--- src/rtl/iddr_align_pkg.sv ---
// Shared constants and state encoding for the IDDR receive-side word aligner.
package iddr_align_pkg;

  localparam int unsigned SLIP_CNT_W = 8;

  localparam logic [7:0]  TRAIN_PAT_DEF  = 8'h5C;
  localparam int unsigned SETTLE_CYC_DEF = 16;
  localparam int unsigned MATCH_CNT_DEF  = 4;
  localparam int unsigned MAX_SLIP_DEF   = 16;

  typedef logic [2:0] state_t;

  localparam state_t StIdle   = 3'd0;
  localparam state_t StSettle = 3'd1;
  localparam state_t StCheck  = 3'd2;
  localparam state_t StSlip   = 3'd3;
  localparam state_t StLocked = 3'd4;
  localparam state_t StFail   = 3'd5;

endpackage

--- src/rtl/iddr_align_ctrl.sv ---
// Word aligner answering the IDDR init sequencer: bitslips until the training
// pattern is seen MATCH_CNT times in a row, then returns ready.
module iddr_align_ctrl
  import iddr_align_pkg::*;
#(
  parameter int unsigned       DATA_W     = 8,
  parameter logic [DATA_W-1:0] TRAIN_PAT  = DATA_W'(TRAIN_PAT_DEF),
  parameter int unsigned       SETTLE_CYC = SETTLE_CYC_DEF,
  parameter int unsigned       MATCH_CNT  = MATCH_CNT_DEF,
  parameter int unsigned       MAX_SLIP   = MAX_SLIP_DEF
) (
  input  logic                  i_clk,
  input  logic                  i_rst,
  input  logic                  i_iddr_synrst,
  input  logic                  i_iddr_update,
  input  logic                  i_iddr_alignwd,
  input  logic [DATA_W-1:0]     i_rx_data,
  output logic                  o_bitslip,
  output logic                  o_iddr_ready,
  output logic                  o_align_err,
  output logic [SLIP_CNT_W-1:0] o_slip_cnt
);

  localparam logic [7:0]            SettleLoad = 8'(SETTLE_CYC - 1);
  localparam logic [3:0]            MatchLast  = 4'(MATCH_CNT - 1);
  localparam logic [SLIP_CNT_W-1:0] SlipLimit  = SLIP_CNT_W'(MAX_SLIP);

  state_t                  state_q, state_d;
  logic [7:0]              settle_q, settle_d;
  logic [3:0]              match_q, match_d;
  logic [SLIP_CNT_W-1:0]   slip_q, slip_d;
  logic                    ready_q, ready_d;
  logic                    update_d1;
  logic                    start;
  logic                    hit;

  assign start = i_iddr_update & ~update_d1 & ~i_iddr_synrst;
  assign hit   = (i_rx_data == TRAIN_PAT);

  always_comb begin
    state_d  = state_q;
    settle_d = settle_q;
    match_d  = match_q;
    slip_d   = slip_q;
    // Ready lags the LOCKED state by one cycle.
    ready_d  = (state_q == StLocked);
    if (i_iddr_synrst) begin
      state_d  = StIdle;
      settle_d = '0;
      match_d  = '0;
      slip_d   = '0;
      ready_d  = 1'b0;
    end else if (start) begin
      slip_d  = '0;
      match_d = '0;
      ready_d = 1'b0;
      if (i_iddr_alignwd) begin
        state_d  = StSettle;
        settle_d = SettleLoad;
      end else begin
        state_d = StLocked;
      end
    end else begin
      unique case (state_q)
        StIdle: ;
        StSettle: begin
          if (settle_q == '0) begin
            state_d = StCheck;
            match_d = '0;
          end else begin
            settle_d = settle_q - 8'd1;
          end
        end
        StCheck: begin
          if (hit) begin
            if (match_q == MatchLast) state_d = StLocked;
            else                      match_d = match_q + 4'd1;
          end else begin
            match_d = '0;
            state_d = (slip_q >= SlipLimit) ? StFail : StSlip;
          end
        end
        StSlip: begin
          if (slip_q != '1) slip_d = slip_q + 1'b1;
          settle_d = SettleLoad;
          state_d  = StSettle;
        end
        StLocked: ;
        StFail:   ;
        default:  state_d = StIdle;
      endcase
    end
  end

  always_ff @(posedge i_clk or posedge i_rst) begin
    if (i_rst) begin
      state_q   <= StIdle;
      settle_q  <= '0;
      match_q   <= '0;
      slip_q    <= '0;
      ready_q   <= 1'b0;
      update_d1 <= 1'b0;
    end else begin
      state_q   <= state_d;
      settle_q  <= settle_d;
      match_q   <= match_d;
      slip_q    <= slip_d;
      ready_q   <= ready_d;
      update_d1 <= i_iddr_update;
    end
  end

  // A restart landing on the SLIP cycle suppresses that pulse.
  assign o_bitslip    = (state_q == StSlip) & ~start;
  assign o_iddr_ready = ready_q;
  assign o_align_err  = (state_q == StFail);
  assign o_slip_cnt   = slip_q;

endmodule

--- config.mk ---
export PLATFORM = sky130hd
export DESIGN_NAME = iddr_align_ctrl
export DESIGN_NICKNAME = d
export VERILOG_FILES = /design/src/rtl/iddr_align_pkg.sv /design/src/rtl/iddr_align_ctrl.sv
export SDC_FILE = /design/constraint.sdc
export NUM_CORES = 1
export LEC_CHECK = 0
export CAP_MARGIN = 25
export CELL_PAD_IN_SITES_DETAIL_PLACEMENT = 1
export CELL_PAD_IN_SITES_GLOBAL_PLACEMENT = 2
export CORE_MARGIN = 2
export CORE_UTILIZATION = 32
export DETAILED_ROUTE_END_ITERATION = 10
export HOLD_SLACK_MARGIN = 0.12
export PLACE_DENSITY = 0.76
export SLEW_MARGIN = 20
export SYNTH_ARGS = -nofsm -noshare
export SYNTH_HDL_FRONTEND = slang
export SYNTH_SLANG_ARGS = --single-unit
--- constraint.sdc ---
create_clock -name i_clk -period 2.2 [get_ports i_clk]
set_clock_uncertainty 0.15 [all_clocks]
set_input_delay 0.44 -clock i_clk [delete_from_list [all_inputs] [get_ports i_clk]]
set_output_delay 0.44 -clock i_clk [all_outputs]
set_load 0.02 [all_outputs]
Word-level counts from Yosys, hierarchy flattened --
Index checks and enable logic that the tools add are counted.
Word-level totals: output and inout bits 11, input port bits 13, register bits 25
Operators by class: $add $sub $neg 3, equal/unequal tests 14, multiplexer cells 25, reduce and logical (&&, ||, !) cells 11, bitwise logic cells 6, order comparisons 1
Operator list (number):
- $mux 8 | 8
- $mux 3 | 7
- $mux 4 | 5
- $pmux 8 s2 | 1
- $pmux 3 s4 | 1
- $ne 5x5->1 const B | 2
- $reduce_and 3->1 | 3
- $add 8x1->8 const B | 1
- $eq 8x7->1 const B | 1
- $ge 8x5->1 const B | 1
- $logic_not 8->1 | 1
- $ne 4x4->1 const B | 2
- $ne 8x8->1 const B | 1
- $pmux 4 s2 | 1
- $reduce_bool 4->1 | 2
- $sub 8x1->8 const B | 1
- $eq 3x2->1 const B | 2
- $eq 3x3->1 const B | 2
- $reduce_bool 3->1 | 2
- $add 4x1->4 const B | 1
- $eq 4x2->1 const B | 1
- $and 1x1->1 | 3
- $eq 3x1->1 const B | 1
- $logic_not 3->1 | 1
- other kinds (6) | 9

Longest topological paths before layout --
Gate-level depths: netlist of run 1.
depth after elaboration 6, depth in mapped cells 7, gate-level depth less buffers 7

Least setup slack after synthesis of run 1 --
Ideal clock, no wire load.
kind register to register, start reg settle_q[0], end reg settle_q[2], slack 0.282 ns, period minus slack after synthesis 1.918 ns, arrival time 1.627 ns, setup time 0.142 ns, data required time 1.908 ns, cell stages (with the launch flop) 8, buffers on the path 0, path through dfrtp_1 -> inv_1 -> ha_1 -> or3b_1 -> o21ai_2 -> a21o_2 -> mux2i_1 -> a21oi_1
On the way: longest elaborated chain between the ends 5, elaborated cells between the ends (all ways) 8, classes of those cells 1 x add/sub; 1 x eq/ne; 4 x mux; 2 x reduce/logical
RTL lines:
- start: declaration | RTL line iddr_align_ctrl.sv:29 | logic [7:0] settle_q, settle_d;
- start signal: assignment | RTL line iddr_align_ctrl.sv:105 | settle_q <= settle_d;
- $sub 8x1->8 | RTL line iddr_align_ctrl.sv:71 | settle_d = settle_q - 8'd1;
- $mux 8 | RTL line iddr_align_ctrl.sv:67 | if (settle_q == '0) begin
- $pmux 8 s2 | RTL line iddr_align_ctrl.sv:64 | unique case (state_q)
- $mux 8 | RTL line iddr_align_ctrl.sv:53 | end else if (start) begin
- $mux 8 | RTL line iddr_align_ctrl.sv:47 | if (i_iddr_synrst) begin
Several ways; a longest one is shown, not always the timed one. The select of a mux whose other input is x is not followed. A chain may end at the register's enable or synchronous reset.

Final worst setup path of run 1 --
start reg settle_q[0], end reg settle_q[6]
Same word-level chain as after synthesis.

==> results of run 1 <==
flip-flops by register name, summed over array words and instances (netlist names):
register,flops
match_q,4
o_iddr_ready,1
o_slip_cnt,8
settle_q,8
state_q,3
update_d1,1
cells in the final DEF, fill, tap and decap left out, drive strengths merged, types with 2 or more instances in the layout:
| cell | count |
|---|---|
| nand3 | 8 |
| a31oi | 5 |
| nand3b | 4 |
| nor2 | 17 |
| nand2 | 15 |
| o22ai | 2 |
| buf | 19 |
| nand2b | 3 |
| a211oi | 7 |
| clkbuf | 5 |
| xnor2 | 3 |
| nor2b | 2 |
| inv | 11 |
| a21oi | 6 |
| o21ai | 8 |
| a22o | 2 |
| dfrtp | 25 |
| o31ai | 2 |
| nor3 | 8 |
| a21o | 4 |
| ha | 5 |
| mux2i | 4 |
| clkdlybuf4s50 | 21 |
| nor3b | 3 |
| or3b | 2 |
| or3 | 7 |
layout make-up:
type	count	area, um^2	area share (%)
flip-flops and latches	25	629	31.2
inverters	11	41.3	2.04
multi-input cells	131	866	42.9
well taps	54	67.6	3.35
clock buffers	4	45.0	2.23
repair buffers	42	370	18.3
power breakdown:
group / internal [mW] / switching, mW
Sequential: 0.532 / 0.0969
Combinational: 0.251 / 0.274
Clock: 0.130 / 0.154
Total: 0.913 / 0.524
per-stage QoR:
| stage | TNS [ps] | std cells | instance area [um^2] | total power, mW |
|---|---|---|---|---|
| 2_1_floorplan | 0 | 171 | 1550 | 0.972 |
| 3_3_place_gp | -1130 | 263 | 1970 | 1.13 |
| 3_5_place_dp | -1670 | 263 | 1970 | 1.15 |
| 4_1_cts | 0 | 267 | 2010 | 1.45 |
| 5_1_grt | 0 | 267 | 2020 | 1.57 |
| 6_report | 0 | 267 | 2020 | 1.44 |
layer usage:
layer  vias to the layer above  track usage, %  routed length, um
met5                         -               0                  0
met4                         0            6.06                 57
met3                         7            2.19                121
met2                        21            28.4               1950
met1                       718            24.1               2050
li1                        708               -                  -
worst reg2reg max path, stage by stage (launching register included):
cell and delay [ps]:
dfrtp_1 430, inv_1 100, ha_1 150, or3b_1 430
o21ai_2 210, buf_4 150, nor3_1 50, nand2b_1 140
a31oi_1 180
how the worst max path moves through the flow:
| stage | cells past startpoint | from | slack (ps) | end |
|---|---|---|---|---|
| floorplan | 7 | settle_q[0] | 280 | settle_q[2] |
| global placement | 4 | i_iddr_update | -270 | o_bitslip |
| detailed placement | 4 | i_iddr_update | -260 | o_bitslip |
| CTS | 3 | state_q[2] | 0.9 | o_align_err |
| global route | 7 | i_iddr_update | 9 | settle_q[3] |
| finish | 8 | settle_q[0] | 140 | settle_q[6] |
logic make-up (layout without fill, tap and decap cells):
group	after synthesis	in the layout	synth area share, %
flip-flops	25	25	40.3
adder cells (fa/ha/maj)	5	5	4.03
XOR/XNOR	3	3	1.69
AND/OR/NAND/NOR	78	78	28.7
multiplexers	4	4	2.58
buffers and inverters	15	57	4.43
AO/OA/AOI/OAI	41	41	18.3
==> results.md, run 1 <==
* Final max-slew violation count at 0
* Fmax at 0.485 GHz
* Number of buffers added on ports at 23
* Synth warn at 0
* Global Route Usage Sum at 17.6%
* Number of CTS-inserted buffers at 3
* Root Buffer: clkbuf_8
* Synth top area share at 40.3%
* # H-tree levels at 1
* HP Class: register to register
* Ant. Diodes at 0
* CTS Sinks at 25
* Post-Syn Nets at 189
* Largest fanout on the critical path at 4
* Std cell rows at 25
* Yosys reg bits at 25
* Layout cells sized above 1 at 16.9%
* Routed vias at 1454
* Number of cells on the worst hold path at 1
* First-pass GRT wire length at 7510 um
* Final Hold Viols at 0
* Worst path cell trace: inv_1, ha_1, or3b_1, o21ai_2, buf_4, nor3_1, nand2b_1, a31oi_1
* Clk pin slew, worst setup/hold paths at 90 ps
* Share of the yosys chip area belonging to registers at 40.3%
* Post-CTS setup buffer count at 0
* Crit Reg-Reg Endpoint: settle_q[6]
* Post-DR wirelength/cell at 15.6 um
* Pre-antenna DRT Iters at 4
* CP Capture Type: register
* Power Density at 712 nW/um^2
* CP arrival at 2100 ps
* Synth area leader: dfrtp_1
* HP Start: settle_q[7]
* Slew margin rel. at 59.9%
* Top_reg_cell synth: dfrtp_1
* Outcome: finished, final reports clean
* Setup CP Type: register to register
* R2R setup slack at 140 ps
* Top-level I/O count at 24
* Longest Clk Path Bufs at 2
* Effective utilization at floorplan at 33.1%
* Detailed Place HPWL at 3220 um
* Die width at 73.7 um
* Post-CTS Hold Buffers at 0
* Area contributors post-synth: dfrtp_1 (40%), nor2_1 (4.1%), ha_1 (4.0%)
* Syn Area/Cell at 9.09 um^2
* GPL Wtd Cong at 0.822
* Reg2reg path depth at 8
* Total Nets Final at 232
* Critical-path cell with the highest stage delay: dfrtp_1
* Initial antenna violation count at 0
* Vias per cell at 5.45
* Vias in the first global route at 1593
* Max-cap viol count at 0
* Worst Tran Pin Value at 600 ps
* Post-CTS Resized at 4
* Minimum clock period at 2060 ps
* CP delay by family, top: simple AND/OR/NAND/NOR gates
* R2R Path Start: settle_q[0]
* Gr ovfl total at 0
* Die Ht at 73.7 um
* Crit path launch type: register
* Die footprint at 5430 um^2
* Final core occ at 43.0%
* Fin crit share at 93.8%
* Post-synth EDFFs at 0
* Final setup margin at 137 ps
* # fillers at 559
* Cells after Synth at 171
* Synth cell types at 49
* Synth cell count leaders: dfrtp_1 (25), nor2_1 (17), nand2_1 (15), inv_1 (10)
* Worst Hold Margin at 357 ps
* WHS Endpoint: settle_q[7]
* Share of synthesized registers carrying an async set or reset at 100%
* Drt drc at 0
* ANT nets after route at 0
* Max IR drop VDD at 0.000359 V
* Critical Path RT at 2240 ps
* Lkg Pwr at 0.915 nW
* Top-count cell post-synth: dfrtp_1
* Pre-CTS setup slack at -255 ps
* Area Overhead vs Synth at 30.0%
* Clock latency reported for the late side of the worst-skew pair at 270 ps
* Final WL at 4180 um
* DRT iter0 DRCs at 60
* Syn Std Cell Area at 1550 um^2
* CP bufs+invs at 2
* # setup viols final at 0
* CTS tree: done
* Largest net degree at the start of global routing at 26
* Core area at 4690 um^2
* Largest stage delay, worst path at 430 ps
* RSZ-0062 raised after global routing: no
No activity file was read; power rests on OpenSTA's default activity.
==> run 2, diff against run 1 <==
Settings changed: SKIP_LAST_GASP from default to 1, SLEW_MARGIN 20 to default.
==> results of run 2 <==
Same layout as run 1: the final DEF is identical, and so are final timing and power.
